[config.mk]
export PLATFORM = sky130hd
export DESIGN_NAME = time_seg_display
export DESIGN_NICKNAME = d
export VERILOG_FILES = /design/src/rtl/time_seg_display.sv
export SDC_FILE = /design/constraint.sdc
export NUM_CORES = 1
export LEC_CHECK = 0
export CORE_MARGIN = 2
export CORE_UTILIZATION = 51
export DETAILED_ROUTE_END_ITERATION = 6
export PLACE_DENSITY_LB_ADDON = 0.3
export SLEW_MARGIN = 20
export SYNTH_ARGS = -nofsm -noshare
export SYNTH_HDL_FRONTEND = slang
export SYNTH_SLANG_ARGS = --single-unit
[constraint.sdc]
create_clock -name clk -period 4.2 [get_ports clk]
set_input_delay 0.84 -clock clk [delete_from_list [all_inputs] [get_ports clk]]
set_output_delay 0.84 -clock clk [all_outputs]
set_load 0.02 [all_outputs]
[src/rtl/time_seg_display.sv]
// Latches washer times, converts each to BCD, and scans a 4-digit 7-segment display.
// Build option: define LEADING_ZERO_BLANK_EN to blank a zero tens digit in each pair.
module time_seg_display #(
  parameter int unsigned SCAN_DIV = 50000
) (
  input  logic       clk,
  input  logic       reset,
  input  logic       power_led,
  input  logic [5:0] time_now,
  input  logic [5:0] time_all,
  output logic [7:0] seg,
  output logic [3:0] an,
  output logic       conv_busy
);

  typedef enum logic [1:0] {
    IDLE,
    CONV_NOW,
    CONV_ALL,
    COMMIT
  } state_t;

  localparam logic [19:0] LAST = 20'(SCAN_DIV - 1);

  state_t      state;
  logic [5:0]  now_lat, all_lat;
  logic [13:0] sr, sr_n;
  logic [2:0]  step;
  logic [7:0]  now_bcd, all_bcd;
  logic [3:0]  d0, d1, d2, d3;
  logic        start;

  logic [19:0] cnt, cnt_n;
  logic [1:0]  idx, idx_n;
  logic        wrap, blank;
  logic [3:0]  dig;
  logic [6:0]  glyph;

  function automatic logic [13:0] dd_step(input logic [13:0] s);
    logic [13:0] t;
    t = s;
    if (t[9:6] >= 4'd5)   t[9:6]   = t[9:6] + 4'd3;
    if (t[13:10] >= 4'd5) t[13:10] = t[13:10] + 4'd3;
    return {t[12:0], 1'b0};
  endfunction

  function automatic logic [6:0] font(input logic [3:0] v);
    logic [6:0] f;
    f = 7'h7F;
    case (v)
      4'd0: f = 7'h40;
      4'd1: f = 7'h79;
      4'd2: f = 7'h24;
      4'd3: f = 7'h30;
      4'd4: f = 7'h19;
      4'd5: f = 7'h12;
      4'd6: f = 7'h02;
      4'd7: f = 7'h78;
      4'd8: f = 7'h00;
      4'd9: f = 7'h10;
      default: f = 7'h7F;
    endcase
    return f;
  endfunction

  assign sr_n  = dd_step(sr);
  assign start = (state == IDLE) &&
                 ({time_now, time_all} != {now_lat, all_lat});

  always_ff @(posedge clk or negedge reset) begin
    if (!reset) begin
      state     <= IDLE;
      now_lat   <= '0;
      all_lat   <= '0;
      sr        <= '0;
      step      <= '0;
      now_bcd   <= '0;
      all_bcd   <= '0;
      d0        <= '0;
      d1        <= '0;
      d2        <= '0;
      d3        <= '0;
      conv_busy <= 1'b0;
    end else begin
      conv_busy <= start || (state != IDLE);
      case (state)
        IDLE: begin
          if (start) begin
            now_lat <= time_now;
            all_lat <= time_all;
            sr      <= {8'd0, time_now};
            step    <= '0;
            state   <= CONV_NOW;
          end
        end
        CONV_NOW: begin
          sr   <= sr_n;
          step <= step + 3'd1;
          if (step == 3'd5) begin
            now_bcd <= sr_n[13:6];
            sr      <= {8'd0, all_lat};
            step    <= '0;
            state   <= CONV_ALL;
          end
        end
        CONV_ALL: begin
          sr   <= sr_n;
          step <= step + 3'd1;
          if (step == 3'd5) begin
            all_bcd <= sr_n[13:6];
            step    <= '0;
            state   <= COMMIT;
          end
        end
        COMMIT: begin
          // all four digits swap together
          d0    <= now_bcd[3:0];
          d1    <= now_bcd[7:4];
          d2    <= all_bcd[3:0];
          d3    <= all_bcd[7:4];
          state <= IDLE;
        end
        default: state <= IDLE;
      endcase
    end
  end

  always_comb begin
    wrap  = (cnt == LAST);
    cnt_n = wrap ? 20'd0 : cnt + 20'd1;
    idx_n = wrap ? idx + 2'd1 : idx;
    dig   = d0;
    case (idx_n)
      2'd1:    dig = d1;
      2'd2:    dig = d2;
      2'd3:    dig = d3;
      default: dig = d0;
    endcase
    glyph = font(dig);
`ifdef LEADING_ZERO_BLANK_EN
    if (idx_n[0] && dig == 4'd0) glyph = 7'h7F;
`endif
    // last count of each slot is dark to avoid ghosting
    blank = !power_led || (cnt_n == LAST);
  end

  always_ff @(posedge clk or negedge reset) begin
    if (!reset) begin
      cnt <= '0;
      idx <= '0;
      seg <= 8'hFF;
      an  <= 4'hF;
    end else begin
      cnt <= cnt_n;
      idx <= idx_n;
      if (blank) begin
        seg <= 8'hFF;
        an  <= 4'hF;
      end else begin
        seg <= {(idx_n != 2'd2), glyph};
        an  <= ~(4'b0001 << idx_n);
      end
    end
  end

endmodule

* After elaboration in Yosys (flattened, before gate mapping)
Memory sizes are Yosys's and may differ from the RTL's.
Index checks and enable logic that the tools add are counted.
** Word-level totals
- Output and inout port bits :: 13
- Memory bits (read-only) :: 112
- Memories kept :: 1
- Bits in registers :: 98
** Operators by class
- Reduce and logical (&&, ||, !) cells :: 15
- Add/subtract/negate cells :: 5
- Bitwise logic cells :: 1
- Multiplexer cells :: 17
- Magnitude comparators :: 2
- Shifts and indexed selects :: 1
- Equal/unequal tests :: 14
** Memory list
- (no name shown) :: words 16, width 7, rd ports 1, clocked after memory_dff 0, write ports 0, line 50 : case (v)
** Operators by type and width (count)
- case mux 14 bit (3 select lines) :: 1
- equality test 20 x 16 -> 1 bit (second input constant) :: 2
- 2-to-1 mux 14 bit :: 2
- adder 20 x 1 -> 20 bit (second input constant) :: 1
- 2-to-1 mux 20 bit :: 1
- != test 12 bit :: 1
- case mux 4 bit (3 select lines) :: 1
- AND reduction 2 bit :: 5
- 2-to-1 mux 3 bit :: 3
- equality test 2 bit (second input constant) :: 4
- >= comparator 4 x 3 -> 1 bit (second input constant) :: 2
- 2-to-1 mux 2 bit :: 4
- 2-to-1 mux 4 bit :: 2
- 2-to-1 mux 8 bit :: 1
- != test 2 bit (second input constant) :: 4
- case mux 2 bit (4 select lines) :: 1
- case mux 3 bit (2 select lines) :: 1
- adder 4 x 2 -> 4 bit (second input constant) :: 1
- equality test 2 x 1 -> 1 bit (second input constant) :: 2
- NOT 4 bit :: 1
- nonzero test 2 bit :: 2
- left shift 1 x 2 -> 4 bit (first input constant) :: 1
- adder 3 x 1 -> 3 bit (second input constant) :: 1
- adder 3 x 2 -> 3 bit (second input constant) :: 1
- other kinds (9) :: 10

* Depth between registers and ports, before layout
Gate-level depths: netlist of run 1.
An unclocked memory read counts as a cell.
- Depth after elaboration :: 6
- Gate-level depth with buffers :: 11
- Mapped depth without buffers :: 10

* Worst setup path after synthesis of run 1
No wires, ideal clock.
- Kind :: flip-flop to flip-flop
- Start :: register cnt[0]
- End :: register seg[3]
- Clock period less this slack :: 2.800 ns
- Path buffers :: 0
- Setup slack :: 1.400 ns
- Cell stages (with the launch flop) :: 10
- Arrival :: 2.705 ns
- Setup time :: 0.094 ns
- Cells stage by stage :: dfrtp_1 > ha_1 > and4b_1 > nand4_1 > or4_1 > a32o_1 > and2_4 > ha_1 > and3_1 > or4b_1
** On the way
- Longest elaborated chain between the ends :: 6
** RTL lines
- start, declared :: line 33 : logic [19:0] cnt, cnt_n;
- start signal, assigned :: line 154 : cnt <= cnt_n;
- equality test 20 x 16 -> 1 bit :: line 129 : wrap = (cnt == LAST);
- 2-to-1 mux 2 bit :: line 131 : idx_n = wrap ? idx + 2'd1 : idx;
- equality test 2 bit or equality test 2 x 1 -> 1 bit (tied branches) :: line 133 : case (idx_n)
- case mux 4 bit (3 select lines) :: line 133
- memory (16 x 7 bit)
- 2-to-1 mux 8 bit * :: line 156 : if (blank) begin
- end signal, assigned :: line 160 : seg <= {(idx_n != 2'd2), glyph};
- end, declared :: line 11 : output logic [7:0] seg,
Mark *: on every way between the ends. The rest lies on a longest branch, timed or not.
A chain may end at the register's enable or synchronous reset.

* Final worst setup path of run 1
Ends and elaborated chain as after synthesis.

==> results of run 1 <==
layout make-up:
class | count | area (sq um) | share of cell area, %
multi-input cells | 361 | 2490 | 44.0
clock inverters | 6 | 43.8 | 0.773
clock buffers | 10 | 138 | 2.43
well taps | 133 | 166 | 2.94
flip-flops and latches | 97 | 2440 | 43.1
repair buffers | 31 | 298 | 5.26
inverters | 19 | 83.8 | 1.48
registers in the layout, summed over array words and instances (netlist names), 4 cells and up:
| signal | count |
|---|---|
| now_bcd | 8 |
| now_lat | 6 |
| cnt | 20 |
| sr | 14 |
| d0 | 4 |
| all_bcd | 8 |
| all_lat | 6 |
| d2 | 4 |
| seg | 8 |
| d1 | 4 |
| d3 | 4 |
final timing paths:
| kind | end | slack (ns) | cells past startpoint |
|---|---|---|---|
| setup / recovery | seg[3]$_DFF_PN1_ | 1.04 | 10 |
| hold / removal | cnt[2]$_DFF_PN0_ | 0.41 | 1 |
| setup reg to reg | seg[3]$_DFF_PN1_ | 1.04 | 10 |
| hold reg to reg | now_bcd[2]$_DFFE_PN0P_ | 0.49 | 2 |
| max in group asynchronous | all_bcd[1]$_DFFE_PN0P_ | 2.90 | 2 |
| min in group clk | now_bcd[2]$_DFFE_PN0P_ | 0.49 | 2 |
worst max-delay path, stage by stage (launching register included):
cell	delay, ns
dfrtp_1	0.43
ha_1	0.28
and4b_1	0.24
nand4_1	0.11
buf_4	0.20
or4_1	0.40
a32o_1	0.27
and2_4	0.17
ha_1	0.32
and3_1	0.15
or4b_1	0.51
Yosys cell counts (6+ instances only):
master    number  area, sq um
mux2_2        33          372
nor2_1        35          131
buf_6          6         67.6
or3_1          6         37.5
ha_1          14          175
xnor2_1       30          263
a21oi_1       28          140
nand4_1       10         62.6
nand3_1       13         65.1
dfstp_2       11          289
dfrtp_1       86         2150
inv_1         17         63.8
o21ai_0       34          170
nor3_1        13         65.1
nand2_1       44          165
nor4_1         7         43.8
xor2_1         8         70.1
clkbuf_1       9         33.8
cell families after synthesis:
| kind of cell | count (synthesis) | share of synthesized area [%] |
|---|---|---|
| AOI/OAI and AO/OA | 99 | 11.9 |
| muxes | 36 | 7.76 |
| buffers and inverters | 43 | 4.64 |
| and+or+nand+nor | 174 | 18.7 |
| adders and majority gates | 14 | 3.39 |
| DFF | 97 | 47.2 |
| xor gates and xnor gates | 38 | 6.43 |
stage by stage:
stage | hold WS, ns | total power, uW
CTS | 0.407 | 3100
finish | 0.411 | 3060
floorplan | 0.440 | 2220
global route | 0.424 | 3290
detailed placement | 0.470 | 2530
global placement | 0.458 | 2480
per-layer routing:
metal  GRT usage (%)  vias up  part of all wire [%]
met4            4.00        0                  0.54
met5               0        -                     0
met3            4.12        5                   3.6
met1            24.8     1766                    46
li1                -     1809                     -
met2            31.8       79                    50
power breakdown:
part           internal, uW  switching, uW
registers              1190            164
clock network           233            322
logic                   547            605
total                  1970           1090
==> impl_metrics.json, run 1 <==
{
  "wirelength_microns": 9650,
  "detail_route.first_pass.iterations": 4,
  "layout_commonest_cell": "dfrtp_1",
  "synthArstFlopShare_pct": 100,
  "hp-class": "input pin to asynchronous set/reset pin",
  "postCtsHoldBufs": 0,
  "cts.repair.resized": 0,
  "start_util_pct": 52.7,
  "placed_cells": 641,
  "period_share_pct": 75.3,
  "first_iter_violations": 136,
  "crit_arrival_ns": 3.43,
  "cp-end-kind": "flop",
  "grt_start_max_net_pins": 43,
  "critical_path_class": "flop to flop",
  "place_congestion": 0.814,
  "leakagePower_uw": 0.00234,
  "drive_above_1_share_pct": 16.8,
  "io_pins": 28,
  "avgRoutedWirePerCell_microns": 14.7,
  "die-area_sq_um": 11000,
  "die_w_microns": 105,
  "cts_setup_buffers": 0,
  "row_count": 36,
  "synth_cells": 501,
  "cp-startpoint": "cnt[0]$_DFF_PN0_",
  "numCtsBuffers": 9,
  "synth-seq-cells": 97,
  "status": "complete, no violations",
  "cp-start-kind": "flop",
  "grt_usage_pct": 18.8,
  "die_y_microns": 105,
  "io_buffers": 27,
  "yosysWarnings": 0,
  "grt_setup_unrepaired": "no",
  "setup_viol_count_final": 0,
  "crit_required_ns": 4.47,
  "antenna_cells": 0,
  "final_area_sq_um": 5660,
  "htreeDepth": 3,
  "clkTransAtPathRegs_ns": 0.09,
  "ant_nets": 0,
  "drc_errors": 0,
  "syn_area_sq_um": 5170,
  "final_nets": 548,
  "clk_path_buf_depth": 2,
  "slew_viol_final": 0,
  "placed_area_sq_um": 5480,
  "max_freq_mhz": 316,
  "antenna_found_initial": 0,
  "dp_hpwl_microns": 7030,
  "max_slew_margin_pct": 50.6,
  "synth.avg_cell_area_sq_um": 10.3,
  "timing.final.crit_period_ns": 3.16,
  "final_cell_mix": "dfrtp_1, nand2_1, nor2_1, o21ai_0, mux2_2",
  "ir_worst_vdd_v": 0.000360,
  "ys_dominant_reg_cell": "dfrtp_1",
  "cts_root_buf": "clkbuf_8",
  "fill_cells": 852,
  "ys_seq_area_share_pct": 47.2,
  "critPathMaxFanout": 13,
  "power_density_nw_per_um2": 540,
  "fin_skew_ns": 0.0112,
  "grt_pass1_vias": 3562,
  "final_cell_count_no_fill": 657,
  "fin_ws_ns": 1.04,
  "max_cap_viol_count": 0,
  "final.setup.tns_ns": 0,
  "cts_tree": "yes",
  "num_vias": 3659,
  "final_core_util_pct": 57.7,
  "syn-num-nets": 530,
  "r2r-start": "cnt[0]$_DFF_PN0_",
  "synth_edf_count": 0,
  "grt_pass1_wl_microns": 17000,
  "ys_types": 75,
  "clock_sinks": 97,
  "insertion_delay_ns": 0.36,
  "post-place-ws_ns": 1.08,
  "fp.coreArea_sq_um": 9820,
  "tightestPinTransition_ns": 0.738,
  "area_growth_pct": 9.46,
  "hold_viol": 0,
  "overflow": 0,
  "via_per_inst": 5.57
}
(Power assumes the default switching activity.)
==> run 2: changes to the inputs <==
- clock period: 4.2 -> 2.6 ns (I/O delays scaled with it)
==> run 2 against run 1 <==
  * The flow now finishes with violations (setup timing)
  * Hold slack lost 0.23 ns
  * Design area grew 7.4%
  * Cell count grew 6.4%
  * Register-to-register slack lost 1.1 ns
  * Combinational power grew 75%
  * Maximum frequency grew 20%
  * Critical path type unchanged
  * Largest cell class unchanged
  * Largest power group unchanged
  * Highest routed layer unchanged
==> impl_metrics.json, run 2 (synthesis results as in run 1) <==
{
  "fin_skew_ns": 0.00963,
  "grt_setup_unrepaired": "yes",
  "layout_commonest_cell": "dfrtp_1",
  "place_congestion": 0.895,
  "drive_above_1_share_pct": 24.6,
  "p_sw_share_pct": 35.3,
  "cp-startpoint": "cnt[0]$_DFF_PN0_",
  "grt_usage_pct": 19.7,
  "crit_top_cell": "ha_4",
  "cts_tree": "yes",
  "placed_area_sq_um": 5830,
  "worst_r2r_path_depth": 9,
  "avgRoutedWirePerCell_microns": 14.8,
  "final.setup.tns_ns": -0.0300,
  "violations": "setup timing",
  "overflow": 0,
  "area_growth_pct": 17.5,
  "clk_path_buf_depth": 2,
  "clock_sinks": 97,
  "grt_pass1_wl_microns": 17800,
  "post-place-ws_ns": -0.123,
  "internal_power_uw": 3350,
  "crit_arrival_ns": 2.91,
  "p_clk_share_pct": 19.0,
  "cp-end-kind": "flop",
  "power_uw": 5180,
  "slowest_delay_ns": 0.46,
  "hold_viol": 0,
  "detail_route.first_pass.iterations": 4,
  "dp_hpwl_microns": 7560,
  "grt_start_max_net_pins": 55,
  "crit_required_ns": 2.88,
  "p_comb_share_pct": 38.8,
  "r2r-start": "cnt[0]$_DFF_PN0_",
  "grt_pass1_vias": 3908,
  "critical_path_class": "flop to flop",
  "largest_reg_flops": 20,
  "insertion_delay_ns": 0.37,
  "crit_chain": "ha_4, and4b_1, nand4_1, or4_1, a32o_1, and2_4, ha_4, and3_1, or4b_1",
  "die-area_sq_um": 11000,
  "timing.final.crit_period_ns": 2.63,
  "grt_use_met3_pct": 4.24,
  "status": "complete, but fails checks",
  "antenna_found_initial": 0,
  "io_pins": 28,
  "ant_nets": 0,
  "cpMaxStageDelayCell": "or4b_1",
  "power_density_nw_per_um2": 852,
  "htreeDepth": 3,
  "period_share_pct": 101,
  "reg2reg_slack_ns": -0.03,
  "leakagePower_uw": 0.00259,
  "grtUsageMet1_pct": 24.9,
  "die_w_microns": 105,
  "met2_usage_pct": 34.1,
  "wirelength_microns": 10400,
  "final_area_sq_um": 6080,
  "busiest_layer": "met2",
  "row_count": 36,
  "start_util_pct": 52.7,
  "first_iter_violations": 171,
  "max_slew_margin_pct": 53.0,
  "via_per_inst": 5.54,
  "max_cap_viol_count": 0,
  "largest_register": "cnt",
  "r2r_end": "seg[3]$_DFF_PN1_",
  "cts_root_buf": "clkbuf_8",
  "setup_viol_count_final": 1,
  "fp.coreArea_sq_um": 9820,
  "fin_ws_ns": -0.0300,
  "seqPwrFrac_pct": 42.2,
  "final_nets": 590,
  "hp-class": "input pin to asynchronous set/reset pin",
  "critPathMaxFanout": 2,
  "ir_worst_vdd_v": 0.000563,
  "slew_viol_final": 0,
  "final_cell_mix": "dfrtp_1, buf_4, nand2_1, nor2_1",
  "reg.largest.list": "cnt x20, sr x14",
  "drc_errors": 0,
  "tightestPinTransition_ns": 0.706,
  "io_buffers": 27,
  "cts_setup_buffers": 0,
  "power.switching_uw": 1830,
  "numCtsBuffers": 9,
  "clkTransAtPathRegs_ns": 0.10,
  "cp-start-kind": "flop",
  "die_y_microns": 105,
  "max_freq_mhz": 380,
  "num_vias": 3873,
  "whs_ns": 0.183,
  "antenna_cells": 0
}
## run 2: worst max-delay path by stage
| stage | endpoint |
|---|---|
| final | seg[3]$_DFF_PN1_ |
| after global routing | seg[3]$_DFF_PN1_ |
| after CTS | seg[3]$_DFF_PN1_ |
| after detailed placement | seg[3]$_DFF_PN1_ |
| after global placement | seg[3]$_DFF_PN1_ |
| after floorplan | seg[3]$_DFF_PN1_ |
## run 2: what timing repair did
| item | in CTS | in global routing |
|---|---|---|
| gates resized for setup | 5 | 5 |
| pin swaps | 2 | 1 |
| hold buffers | 0 | 0 |
| setup endpoints to repair | 3 | 7 |
## run 2: final cells by class
class / count / area, sq um
Timing Repair Buffer: 73 / 626
Clock buffer: 10 / 128
Fill cell: 845 / 3740
Tap cell: 133 / 166
Sequential cell: 97 / 2440
Inverter: 19 / 83.8
Multi-Input combinational cell: 361 / 2570
Clock inverter: 6 / 65.1
## run 2: worst max-delay path, delay by kind of cell, from the launching register on
| family | cells | cell delay, ns |
|---|---|---|
| and+or+nand+nor | 6 | 1.54 |
| DFF | 1 | 0.41 |
| adders and majority gates | 2 | 0.35 |
| AOI/OAI and AO/OA | 1 | 0.23 |
## run 2: power by group through the flow
stage / logic, uW / registers [uW] / clock network (uW)
finish: 2010 / 2190 / 983
global route: 2240 / 2240 / 1070
CTS: 2020 / 2180 / 1010
detailed placement: 2000 / 2210 / 0
global placement: 1940 / 2190 / 0
floorplan: 1400 / 2200 / 0
## run 2: per-stage QoR
step	util [%]	instances
2_1_floorplan	-	501
3_3_place_gp	59.4	683
3_5_place_dp	59.4	683
4_1_cts	61.6	699
5_1_grt	61.9	699
6_report	61.9	699
## run 2: layer usage
metal  up-vias  routed length, microns
li1       1881                       -
met4         0                     111
met1      1881                    4620
met5         -                       0
met2       100                    5220
met3        11                     419
==> run 3: changes to the inputs <==
- HOLD_SLACK_MARGIN: not set -> 0.08
- PLACE_DENSITY: not set -> 0.72
- PLACE_DENSITY_LB_ADDON: 0.3 -> not set
==> run 3 against run 2 <==
  * The flow still finishes with violations (setup timing)
  * Flip-flop and latch count unchanged
  * Critical endpoint unchanged
  * Via count up 0.44%
  * Core utilization decreased by 0.064 points
  * Combinational power up 2%
  * Largest cell class unchanged
==> impl_metrics.json, run 3 (synthesis results as in run 1) <==
{
  "status": "complete, but fails checks",
  "violations": "setup timing",
  "reg.largest.list": "cnt x20, sr x14",
  "via_per_inst": 5.57,
  "clkTransAtPathRegs_ns": 0.10,
  "grt_setup_unrepaired": "yes",
  "crit_arrival_ns": 3.00,
  "antenna_found_initial": 0,
  "hp-class": "input pin to asynchronous set/reset pin",
  "crit_top_cell": "ha_4",
  "crit_required_ns": 2.90,
  "setup_viol_count_final": 1,
  "io_pins": 28,
  "die-area_sq_um": 11000,
  "avgRoutedWirePerCell_microns": 15.4,
  "row_count": 36,
  "area_growth_pct": 17.4,
  "antenna_cells": 0,
  "dp_hpwl_microns": 7900,
  "power_uw": 5190,
  "grt_pass1_vias": 3901,
  "place_congestion": 0.898,
  "grt_pass1_wl_microns": 18300,
  "numCtsBuffers": 9,
  "max_cap_viol_count": 0,
  "num_vias": 3890,
  "first_iter_violations": 143,
  "cp-end-kind": "flop",
  "cp-start-kind": "flop",
  "reg2reg_slack_ns": -0.10,
  "overflow": 0,
  "clock_sinks": 97,
  "crit_chain": "ha_4, and4b_1, nand4_1, or4_1, a32o_1, and2_4, ha_4, and3_4, or4b_1",
  "critPathMaxFanout": 2,
  "fin_ws_ns": -0.105,
  "io_buffers": 27,
  "r2r-start": "cnt[1]$_DFF_PN0_",
  "fill_cells": 851,
  "drc_errors": 0,
  "drive_above_1_share_pct": 24.6,
  "max_freq_mhz": 370,
  "slew_viol_final": 0,
  "insertion_delay_ns": 0.38,
  "worst-path-buf-inv": 0,
  "postCtsHoldBufs": 0,
  "slowest_delay_ns": 0.54,
  "critical_path_class": "flop to flop",
  "htreeDepth": 3,
  "worst_r2r_path_depth": 9,
  "ant_nets": 0,
  "cpMaxStageDelayCell": "or4_1",
  "fin_skew_ns": 0.0112,
  "ir_worst_vdd_v": 0.000666,
  "max_slew_margin_pct": 52.4,
  "detail_route.first_pass.iterations": 4,
  "wirelength_microns": 10700,
  "cts_root_buf": "clkbuf_8",
  "fp.coreArea_sq_um": 9820,
  "timing.final.crit_period_ns": 2.70,
  "period_share_pct": 104,
  "largest_reg_flops": 20,
  "clk_path_buf_depth": 2,
  "leakagePower_uw": 0.00258,
  "final_cell_mix": "dfrtp_1, buf_4, nand2_1, nor2_1, mux2_2",
  "r2r_end": "seg[3]$_DFF_PN1_",
  "final_nets": 590,
  "crit_family": "simple AND/OR/NAND/NOR gates",
  "grt_usage_pct": 20.5,
  "die_y_microns": 105,
  "layout_commonest_cell": "dfrtp_1",
  "hold_viol": 0,
  "power_density_nw_per_um2": 855,
  "final_core_util_pct": 61.9,
  "start_util_pct": 52.7,
  "cts_tree": "yes",
  "tightestPinTransition_ns": 0.715,
  "die_w_microns": 105,
  "largest_register": "cnt",
  "final.setup.tns_ns": -0.105,
  "whs_ns": 0.146,
  "grt_start_max_net_pins": 47
}
## run 3: cell type report
type	instances	area, sq um	share of cell area, %
flip-flops and latches	97	2440	40.2
clock inverters	7	62.6	1.03
multi-input cells	361	2570	42.3
repair buffers	73	626	10.3
clock buffers	9	124	2.04
well taps	133	166	2.74
inverters	19	83.8	1.38
## run 3: per-layer routing
metal	vias up	wire [microns]	GRT usage, %
met2	100	5300	34.7
li1	1885	-	-
met1	1884	4730	25.9
met4	0	214	7.52
met5	-	0	0
met3	21	490	4.30
## run 3: stage by stage
step                worst slack, ns  cells  instance area (sq um)
floorplan                   -0.0855    501                   5200
global placement            -0.0613    683                   5830
detailed placement           -0.108    683                   5830
CTS                          -0.113    699                   6030
global route                 -0.224    699                   6070
finish                       -0.105    699                   6070
## run 3: report_power, final
group	total, uW	internal, uW	switching [uW]
registers	2200	1920	273
clock network	941	364	577
logic	2060	993	1060
total	5190	3280	1910
## run 3: worst max-delay path by stage
| stage | start | to | slack (ns) | cells after the start |
|---|---|---|---|---|
| finish | cnt[1]$_DFF_PN0_ | seg[3]$_DFF_PN1_ | -0.10 | 9 |
| detailed placement | cnt[0]$_DFF_PN0_ | seg[3]$_DFF_PN1_ | -0.11 | 9 |
| floorplan | cnt[0]$_DFF_PN0_ | seg[3]$_DFF_PN1_ | -0.09 | 9 |
| global placement | cnt[1]$_DFF_PN0_ | seg[3]$_DFF_PN1_ | -0.06 | 9 |
| global route | cnt[17]$_DFF_PN0_ | seg[3]$_DFF_PN1_ | -0.22 | 8 |
| CTS | cnt[0]$_DFF_PN0_ | seg[3]$_DFF_PN1_ | -0.11 | 9 |
## run 3: worst register-to-register path: stages, from the launching register on
cell,delay [ns]
dfrtp_1,0.40
ha_4,0.15
and4b_1,0.22
nand4_1,0.14
or4_1,0.54
a32o_1,0.24
and2_4,0.15
ha_4,0.21
and3_4,0.14
or4b_1,0.46
## run 3: timing repair
| item | 4_1_cts | 5_1_grt |
|---|---|---|
| buffers inserted | 0 | 0 |
| pin swaps | 1 | 3 |
| gates resized for setup | 1 | 10 |
| setup endpoints to repair | 3 | 10 |
